<file path="config.mk">
export PLATFORM = sky130hd
export DESIGN_NAME = hrfp_add_sched_flat
export DESIGN_NICKNAME = d
export VERILOG_FILES = /design/src/rtl/hrfp_add_sched_pkg.sv /design/src/rtl/hrfp_add_sched_if.sv /design/src/rtl/hrfp_rr_arbiter.sv /design/src/rtl/hrfp_add_sched.sv /design/src/flat_wrapper.sv
export SDC_FILE = /design/constraint.sdc
export NUM_CORES = 1
export LEC_CHECK = 0
export ABC_AREA = 1
export BUFFER_PORTS_ARGS = -buffer_cell sky130_fd_sc_hd__buf_2
export CORE_AREA = 2 2 156 158
export DETAILED_ROUTE_END_ITERATION = 8
export DIE_AREA = 0 0 158 160
export PLACE_DENSITY = 0.69
export SETUP_SLACK_MARGIN = 0.05
export SLEW_MARGIN = 20
export SYNTH_ARGS = -nofsm -noshare
export SYNTH_HDL_FRONTEND = slang
export SYNTH_SLANG_ARGS = --single-unit
</file>
<file path="constraint.sdc">
create_clock -name clk -period 2.59 [get_ports clk]
set_clock_uncertainty 0.1 [all_clocks]
set_input_delay 0.518 -clock clk [delete_from_list [all_inputs] [get_ports clk]]
set_output_delay 0.518 -clock clk [all_outputs]
set_load 0.01 [all_outputs]
</file>
<file path="src/rtl/hrfp_add_sched_pkg.sv">
// hrfp_add_sched_pkg: shared operand width, id-width helper and scheduler FSM encodings.
package hrfp_add_sched_pkg;
    localparam int MSBBIT = 31;
    localparam int DW = MSBBIT + 1;
    typedef enum logic [1:0] {RUN = 2'd0, DRAIN = 2'd1, IDLE = 2'd2} sched_state_e;
    function automatic int idw(input int n);
        return (n > 1) ? $clog2(n) : 1;
    endfunction
endpackage

</file>
<file path="src/rtl/hrfp_add_sched_if.sv">
// hrfp_add_sched_if: requester-side request/grant and broadcast response bus.
interface hrfp_add_sched_if #(parameter int NREQ = 4);
    import hrfp_add_sched_pkg::*;
    logic [NREQ-1:0]    req_valid;
    logic [NREQ-1:0]    req_ready;
    logic [NREQ*DW-1:0] req_a;
    logic [NREQ*DW-1:0] req_b;
    logic [NREQ-1:0]    rsp_valid;
    logic [DW-1:0]      rsp_data;
    modport master (output req_valid, req_a, req_b, input req_ready, rsp_valid, rsp_data);
    modport slave (input req_valid, req_a, req_b, output req_ready, rsp_valid, rsp_data);
endinterface

</file>
<file path="src/rtl/hrfp_rr_arbiter.sv">
// hrfp_rr_arbiter: round-robin one-hot pick starting after the last granted index.
module hrfp_rr_arbiter #(
    parameter int N = 4,
    localparam int IW = (N > 1) ? $clog2(N) : 1
) (
    input  logic          clk,
    input  logic          rst,
    input  logic [N-1:0]  i_elig,
    output logic [N-1:0]  o_grant,
    output logic [IW-1:0] o_idx
);
    logic [IW-1:0] r_ptr;
    logic          w_any;

    always_comb begin
        w_any = 1'b0;
        o_idx = '0;
        for (int k = 1; k <= N; k++) begin
            if (!w_any && i_elig[(int'(r_ptr) + k) % N]) begin
                w_any = 1'b1;
                o_idx = IW'((int'(r_ptr) + k) % N);
            end
        end
        o_grant = w_any ? (N'(1) << o_idx) : '0;
    end

    always_ff @(posedge clk) begin
        if (rst)
            r_ptr <= IW'(N - 1);
        else if (w_any)
            r_ptr <= o_idx;
    end
endmodule

</file>
<file path="src/rtl/hrfp_add_sched.sv">
// hrfp_add_sched: shares one fixed-latency adder among requesters with credits and drain.
// Define HRFP_SCHED_PERF_EN to add saturating issue/stall cycle counters.
module hrfp_add_sched import hrfp_add_sched_pkg::*; #(
    parameter int NREQ = 4,
    parameter int PIPELINESTAGES = 5,
    parameter int MAXOUT = 3
) (
    input  logic            clk,
    input  logic            rst,
    hrfp_add_sched_if.slave s_req,
    output logic            o_add_valid,
    output logic [DW-1:0]   o_add_a,
    output logic [DW-1:0]   o_add_b,
    input  logic [DW-1:0]   i_add_result,
    input  logic            i_drain_req,
    output logic            o_drain_done,
    output logic            o_busy
`ifdef HRFP_SCHED_PERF_EN
    ,
    output logic [31:0]     o_perf_busy_cycles,
    output logic [31:0]     o_perf_stall_cycles
`endif
);
    localparam int IW = idw(NREQ);
    localparam int CW = $clog2(MAXOUT + 1);

    logic [NREQ-1:0]           w_elig;
    logic [NREQ-1:0]           w_grant;
    logic [NREQ-1:0]           w_rsp;
    logic [IW-1:0]             w_idx;
    logic                      w_xfer;
    logic [IW-1:0]             r_add_id;
    logic [PIPELINESTAGES-1:0] r_tv;
    logic [IW-1:0]             r_tid [PIPELINESTAGES];
    logic [CW-1:0]             r_cnt [NREQ];
    sched_state_e              r_state;
    sched_state_e              w_state_nx;

    always_comb begin
        for (int i = 0; i < NREQ; i++)
            w_elig[i] = s_req.req_valid[i] && (r_cnt[i] < CW'(MAXOUT)) && (r_state == RUN) && !i_drain_req;
    end

    hrfp_rr_arbiter #(.N(NREQ)) u_arb (
        .clk    (clk),
        .rst    (rst),
        .i_elig (w_elig),
        .o_grant(w_grant),
        .o_idx  (w_idx)
    );

    assign w_xfer          = |w_grant;
    assign s_req.req_ready = w_grant;
    // The adder has no reset, so its output is only exposed alongside a live tag.
    assign w_rsp           = r_tv[PIPELINESTAGES-1] ? (NREQ'(1) << r_tid[PIPELINESTAGES-1]) : '0;
    assign s_req.rsp_valid = w_rsp;
    assign s_req.rsp_data  = r_tv[PIPELINESTAGES-1] ? i_add_result : '0;
    assign o_busy          = (|r_tv) | o_add_valid;
    assign o_drain_done    = (r_state == IDLE);

    always_ff @(posedge clk) begin
        if (rst) begin
            o_add_valid <= 1'b0;
            o_add_a     <= '0;
            o_add_b     <= '0;
            r_add_id    <= '0;
            r_tv        <= '0;
        end else begin
            o_add_valid <= w_xfer;
            r_tv        <= (r_tv << 1) | PIPELINESTAGES'(o_add_valid);
            if (w_xfer) begin
                o_add_a  <= s_req.req_a[w_idx*DW +: DW];
                o_add_b  <= s_req.req_b[w_idx*DW +: DW];
                r_add_id <= w_idx;
            end
        end
    end

    always_ff @(posedge clk) begin
        r_tid[0] <= r_add_id;
        for (int k = 1; k < PIPELINESTAGES; k++)
            r_tid[k] <= r_tid[k-1];
    end

    always_ff @(posedge clk) begin
        for (int i = 0; i < NREQ; i++) begin
            if (rst)
                r_cnt[i] <= '0;
            else if (w_grant[i] && !w_rsp[i])
                r_cnt[i] <= r_cnt[i] + CW'(1);
            else if (!w_grant[i] && w_rsp[i])
                r_cnt[i] <= r_cnt[i] - CW'(1);
        end
    end

    always_ff @(posedge clk) begin
        r_state <= rst ? RUN : w_state_nx;
    end

    always_comb begin
        w_state_nx = r_state;
        case (r_state)
            RUN:     w_state_nx = i_drain_req ? DRAIN : RUN;
            DRAIN:   w_state_nx = !i_drain_req ? RUN : (o_busy ? DRAIN : IDLE);
            IDLE:    w_state_nx = i_drain_req ? IDLE : RUN;
            default: w_state_nx = RUN;
        endcase
    end

`ifdef HRFP_SCHED_PERF_EN
    always_ff @(posedge clk) begin
        if (rst) begin
            o_perf_busy_cycles  <= '0;
            o_perf_stall_cycles <= '0;
        end else begin
            if (o_add_valid && !(&o_perf_busy_cycles))
                o_perf_busy_cycles <= o_perf_busy_cycles + 32'd1;
            if ((|s_req.req_valid) && !w_xfer && !(&o_perf_stall_cycles))
                o_perf_stall_cycles <= o_perf_stall_cycles + 32'd1;
        end
    end
`endif
endmodule

</file>
<file path="src/flat_wrapper.sv">
// flat-port wrapper written by rule: the top's interface ports become plain ports
module hrfp_add_sched_flat import hrfp_add_sched_pkg::*;
#(
    parameter int NREQ = 4,
    parameter int PIPELINESTAGES = 5,
    parameter int MAXOUT = 3
)
  (clk, rst, o_add_valid, o_add_a, o_add_b, i_add_result, i_drain_req, o_drain_done, o_busy, s_req_req_valid, s_req_req_a, s_req_req_b, s_req_req_ready, s_req_rsp_valid, s_req_rsp_data);
  hrfp_add_sched_if #(.NREQ(NREQ)) s_req_i ();
  input  logic clk;
  input  logic rst;
  output logic o_add_valid;
  output logic [DW-1:0] o_add_a;
  output logic [DW-1:0] o_add_b;
  input  logic [DW-1:0] i_add_result;
  input  logic i_drain_req;
  output logic o_drain_done;
  output logic o_busy;
  input wire logic [$bits(s_req_i.req_valid)-1:0] s_req_req_valid;
  input wire logic [$bits(s_req_i.req_a)-1:0] s_req_req_a;
  input wire logic [$bits(s_req_i.req_b)-1:0] s_req_req_b;
  output wire logic [$bits(s_req_i.req_ready)-1:0] s_req_req_ready;
  output wire logic [$bits(s_req_i.rsp_valid)-1:0] s_req_rsp_valid;
  output wire logic [$bits(s_req_i.rsp_data)-1:0] s_req_rsp_data;
  assign s_req_i.req_valid = s_req_req_valid;
  assign s_req_i.req_a = s_req_req_a;
  assign s_req_i.req_b = s_req_req_b;
  assign s_req_req_ready = s_req_i.req_ready;
  assign s_req_rsp_valid = s_req_i.rsp_valid;
  assign s_req_rsp_data = s_req_i.rsp_data;
  hrfp_add_sched #(.NREQ(NREQ), .PIPELINESTAGES(PIPELINESTAGES), .MAXOUT(MAXOUT)) u_core (.clk(clk), .rst(rst), .s_req(s_req_i), .o_add_valid(o_add_valid), .o_add_a(o_add_a), .o_add_b(o_add_b), .i_add_result(i_add_result), .i_drain_req(i_drain_req), .o_drain_done(o_drain_done), .o_busy(o_busy));
endmodule
</file>
# Word-level counts from Yosys, hierarchy flattened
# Memory sizes are Yosys's and may differ from the RTL's.
# Index checks and enable logic that the tools add are counted.
[word_totals]
input_bits = 295
n_memories = 2
wordCells = 157
ramBits = 18
output_inout_bits = 107
regBits = 76
[memory_table]
columns = ["memory", "words", "word_bits", "rd", "rd_ports_with_merged_regs", "wr", "line_no", "rtl"]
rows = [
  ["u_core.r_tid", 5, 2, 5, 0, 5, "hrfp_add_sched.sv:34", "logic [IW-1:0] r_tid [PIPELINESTAGES];"],
  ["u_core.r_cnt", 4, 2, 4, 0, 4, "hrfp_add_sched.sv:35", "logic [CW-1:0] r_cnt [NREQ];"],
]
[op_classes]
n_eq_ne = 2
n_reduce_logical = 42
bitwise_logic = 14
add_sub_neg = 12
shifts = 4
n_lt_le_gt_ge = 8
mux = 66
[ops]
columns = ["op", "n"]
rows = [
  ["$shiftx A128 B8 Y32", 2],
  ["$mux W1", 43],
  ["$mux W32", 1],
  ["$mux W2", 15],
  ["$logic_and A1 B1 Y1", 23],
  ["$lt A3 B4 Y1 const B", 4],
  ["$add A2 B1 Y2 const B", 6],
  ["$logic_not A1 Y1", 12],
  ["$or A1 B1 Y1", 9],
  ["$bmux W1 S2", 4],
  ["$lt A2 B2 Y1 const B", 4],
  ["$mux W4", 2],
  ["$reduce_or A2 Y1", 4],
  ["$shl A1 B2 Y4 const A", 2],
  ["$sub A2 B1 Y2 const B", 4],
  ["$pmux W2 S3", 1],
  ["$or A5 B1 Y5", 1],
  ["$reduce_or A5 Y1", 1],
  ["$add A2 B2 Y2 const B", 2],
  ["$and A1 B1 Y1 const A", 4],
  ["$reduce_or A4 Y1", 1],
  ["$eq A2 B1 Y1 const B", 1],
  ["$eq A2 B2 Y1 const B", 1],
  ["$logic_not A2 Y1", 1],
]

# Depth between registers and ports, before layout
# An unclocked memory read counts as a cell.
[depth]
word_depth = 27
depth_mapped = 17
depth_no_buf = 16

# Hierarchy
# From an unflattened synthesis, not the netlist that was laid out.
[hier_totals]
cells_unflattened = 1092
area_unflattened_um2 = 6399.9
[by_module_without_submodules]
columns = ["module", "area_each_um2", "n_inst", "seq_area_each_um2", "cells_each"]
rows = [
  ["hrfp_add_sched", 6002.0, 1, 1921.8, 1022],
  ["hrfp_rr_arbiter", 397.9, 1, 40.0, 70],
]

# Worst setup path before layout
# No wires, ideal clock.
[synth_path]
path_type = "flip-flop to output port"
start = "memory u_core.r_cnt[3][0] (netlist name)"
end = "output port s_req_req_ready[3]"
slack_ps = 166
path_stages_with_launch = 14
t_arrival_ps = 1806
path_cell_list = "edfxtp_1 > ha_1 > nor2_1 > nand4_1 > nand3_1 > nand2_2 > nand2_1 > nand2_1 > nand2_2 > nand3_4 > buf_6 > inv_2 > nand2_1 > inv_1"
[synth_lines]
columns = ["item", "line_no", "rtl"]
rows = [
  ["from (decl)", "hrfp_add_sched.sv:35", ""],
  ["to (decl)", "flat_wrapper.sv:22", "output wire logic [$bits(s_req_i.req_ready)-1:0] s_req_req_ready;"],
]

==> flow_summary.yaml <==
drt:
  first_pass_iters: 5
  route.met3.wl_mm: 1.933
  drt-met1-wl_mm: 11.70
  drt_iter0_drc: 603
  vias_per_cell: 4.675
  route.antenna.remaining_nets: 0
  drc: 0
  routedWlPerCell_um: 13.10
  drt-total-wl_mm: 27.56
  vias: 9837
  top_layer_used: "met5"
  wl_met2_mm: 13.06
hold_path:
  hold_end: "u_core.r_tid[0][4]"
  min_path_cells: 0
  min-delay-path-class: "reg2reg"
  hold_start: "u_core.r_tid[0][2]"
clock_network:
  clkTransAtPathRegs_ns: 0.08
  clk_latency_ns: 0.35
  cts-root-buf: "clkbuf_16"
  cts_tree: "done"
  cts.path.max_buffers: 2
  h-tree-depth: 3
  cts.sinks: 94
  numCtsBuffers: 9
logic_synthesis:
  avgSynthCellArea_um2: 5.597
  synth_warnings: 0
  synthCells: 1376
  ys_types: 32
  synth_area_mm2: 0.007701
  ys_ff_latch: 94
  yosysSeqAreaShare_pct: 25.48
  syn_nets: 1674
power:
  p_int_mw: 9.484
  p_seq_share_pct: 12.4
  power_frac_comb_pct: 80.7
  p_leak_nw: 7.358
  irDropWorstVdd_uv: 951.6
  power.density_mw_per_mm2: 1749
  switchingPower_mw: 10.27
  p_sw_share_pct: 51.98
  pwr-share-clk_pct: 6.9
layout:
  post-route-util_pct: 47.42
  multi_input_area_mm2: 0.004128
  fill_cells: 2566
  syn2layout_area_growth_pct: 46.66
  nNetsFinal: 2072
  drive_gt1_share_pct: 33.61
  fin_area_mm2: 0.01129
  seqCellArea_mm2: 0.001966
die:
  die_h_um: 160
  core_mm2: 0.02382
  initial_utilization_pct: 32.33
  rows: 57
  pin_count: 402
  die_w_um: 158
  dieArea_mm2: 0.02528
job:
  drv_cap: 0
sta:
  finalCritPeriodShare_pct: 107.4
  fin_ws_ns: -0.1904
  tightest_slew_ns: 0.6728
  finalHoldViolations: 0
  max_freq_ghz: 0.3597
  max_slew_margin_pct: 54.80
  setup_viol_count_final: 4
  finalMaxSlewViolations: 0
  rsz0062_at_grt: "true"
  fin_crit_ns: 2.780
critical_path:
  path_class: "reg2out"
  r2r_start: "u_core.r_cnt[3][0]"
  reg2reg_slack_ns: 0.07
  cp_data_required_time_ns: 1.97
  cp-end-kind: "primary output"
  crit_fanout: 7
  cp.arrival_ns: 2.16
  ff2ff_path_depth: 13
  rr_endpoint: "u_core.r_cnt[3][1]"
  startpoint_type: "register"
global_routing:
  antenna_found_initial: 2
  grt_usage_pct: 20.08
  overflow: 0
  grt_pass1_vias: 8750
  grt_max_degree: 74
  grt_pass1_wl_mm: 41.29
placed_design:
  placed_cell_area_mm2: 0.01032
  port_buffers: 401
  gp_congestion: 0.8724
  dp_hpwl_mm: 19.56
status:
  status: "complete, but fails checks"
  violations: "setup timing"
==> critical path, stage by stage (launching register included) <==
cell and delay (ns):
edfxtp_1 0.40, ha_2 0.21, nor2_4 0.12, nand3_1 0.08
nand2_1 0.09, nand3_1 0.09, nand2_1 0.10, nand2_2 0.09
nand2_2 0.08, nand2_4 0.06, nand3_4 0.14, nand2_2 0.08
nor2_4 0.14, buf_6 0.12
==> per-layer routing <==
| metal | global-route usage [%] | up-vias |
|---|---|---|
| met1 | 24.96 | 4420 |
| met5 | 0 | - |
| li1 | - | 4994 |
| met4 | 7.985 | 2 |
| met2 | 33.85 | 363 |
| met3 | 4.043 | 58 |
==> sequential cells by signal, summed over array words and instances, names as in the netlist <==
register and cells:
u_core.r_tid 10, u_core.r_add_id 2, u_core.o_add_b 32, u_core.r_cnt 8, u_core.o_add_valid 1, u_core.u_arb.r_ptr 2, u_core.r_state 2, u_core.r_tv 5
u_core.o_add_a 32
==> cell families (layout without fill, tap and decap cells) <==
logic type / count (synthesis) / count (layout) / share of synthesized area (%)
AOI/OAI and AO/OA: 9 / 9 / 0.8286
and+or+nand+nor: 783 / 783 / 47.59
xor gates and xnor gates: 2 / 2 / 0.3250
DFF: 94 / 94 / 25.48
muxes: 1 / 1 / 0.1300
adders and majority gates: 3 / 3 / 0.4875
other: 0 / 1 / 0
buffers and inverters: 484 / 887 / 25.17
==> layout by cell type, fill, tap and decap left out <==
master,netlist,layout
inv_1,379,372
buf_2,49,397
clkbuf_16,0,14
buf_6,6,8
nand2_2,5,15
buf_12,0,19
nor2_2,2,1
buf_8,0,2
xor2_1,1,1
inv_8,0,2
dfxtp_2,0,3
dfxtp_1,86,83
nand3_2,1,47
nor2_1,143,140
diode_2,0,1
o21ai_0,2,1
edfxtp_1,8,8
xnor2_2,1,1
nand3_4,1,2
buf_4,4,53
clkinv_4,0,3
nand3b_1,3,3
nand2_4,0,2
nor3_1,5,5
nor2_4,3,7
a21oi_1,4,4
nand4_1,141,141
ha_2,0,3
clkinv_1,1,1
o21bai_4,1,1
clkinv_8,0,2
inv_2,6,13
nand3_1,213,166
buf_16,0,1
mux2i_1,1,1
o211ai_1,2,2
nand2_1,263,251
o21ai_1,0,1
nand4_4,1,2
nor4_1,1,1
==> timing repair <==
item / 4_1_cts / 5_1_grt
resized for setup: 26 / 70
buffers inserted: 15 / 2
setup endpoints to repair: 44 / 80
pin swaps: 24 / 12
hold buffers: 0 / 0
cloned: 0 / 6
==> cell type report <==
class	count	area share [%]
Inverter	386	12.83
Multi-Input combinational cell	798	36.55
Sequential cell	94	17.40
Tap cell	324	3.589
Clock inverter	7	0.7201
Clock buffer	9	1.994
Timing Repair Buffer	485	26.90
Antenna cell	1	0.02216
==> power by group through the flow <==
stage | registers, mW | logic, mW | clock network, mW
final | 2.45 | 15.9 | 1.36
after CTS | 2.45 | 14.2 | 1.42
after global routing | 2.51 | 17.7 | 1.46
after detailed placement | 2.48 | 13.7 | 0
after floorplan | 2.62 | 9.26 | 0
after global placement | 2.46 | 13.6 | 0
==> how the worst max path moves through the flow <==
stage / cells past startpoint / end / slack [ns] / from
4_1_cts: 11 / s_req_req_ready[1] / -0.19 / u_core.r_cnt[1][0]
3_5_place_dp: 13 / u_core.r_cnt[3][1] / -0.16 / i_drain_req
3_3_place_gp: 13 / u_core.r_cnt[3][1] / -0.06 / i_drain_req
2_1_floorplan: 13 / s_req_req_ready[3] / 0.17 / u_core.r_cnt[3][0]
5_1_grt: 13 / s_req_req_ready[3] / -0.33 / u_core.r_cnt[1][0]
6_report: 13 / s_req_req_ready[0] / -0.19 / u_core.r_cnt[0][0]
==> cells in the mapped netlist <==
cell type  count  area [um^2]
inv_1        379         1423
nand2_1      263        987.2
nand3_1      213         1066
nor2_1       143        536.8
nand4_1      141        882.1
dfxtp_1       86         1722
buf_2         49        245.2
clkbuf_1      30        112.6
buf_1          9        33.78
edfxtp_1       8        240.2
buf_6          6        67.56
inv_2          6        22.52
nand2_2        5        31.28
nor3_1         5        25.02
a21oi_1        4        20.02
buf_4          4        30.03
ha_1           3        37.54
nand3b_1       3        22.52
nor2_4         3        33.78
nor2_2         2        12.51
o211ai_1       2        15.01
o21ai_0        2        10.01
clkinv_1       1        3.750
mux2i_1        1        10.01
nand3_2        1        10.01
nand3_4        1        17.52
nand4_2        1        12.51
nand4_4        1        21.27
nor4_1         1        6.260
o21bai_4       1        18.77
xnor2_2        1        16.27
xor2_1         1        8.760
==> through the flow <==
| step | hold WS (ns) | power (mW) | worst slack, ns | TNS [ns] | std cells |
|---|---|---|---|---|---|
| 6_report | 0.2299 | 19.75 | -0.1904 | -0.6716 | 2104 |
| 5_1_grt | 0.2345 | 21.63 | -0.3335 | -1.884 | 2104 |
| 4_1_cts | 0.2306 | 18.08 | -0.1890 | -0.6983 | 2095 |
| 3_5_place_dp | 0.2128 | 16.19 | -0.1591 | -1.353 | 2064 |
| 3_3_place_gp | 0.2120 | 16.02 | -0.05909 | -0.1582 | 2064 |
| 2_1_floorplan | 0.2096 | 11.88 | 0.1656 | 0 | 1376 |
(Power assumes the default switching activity.)
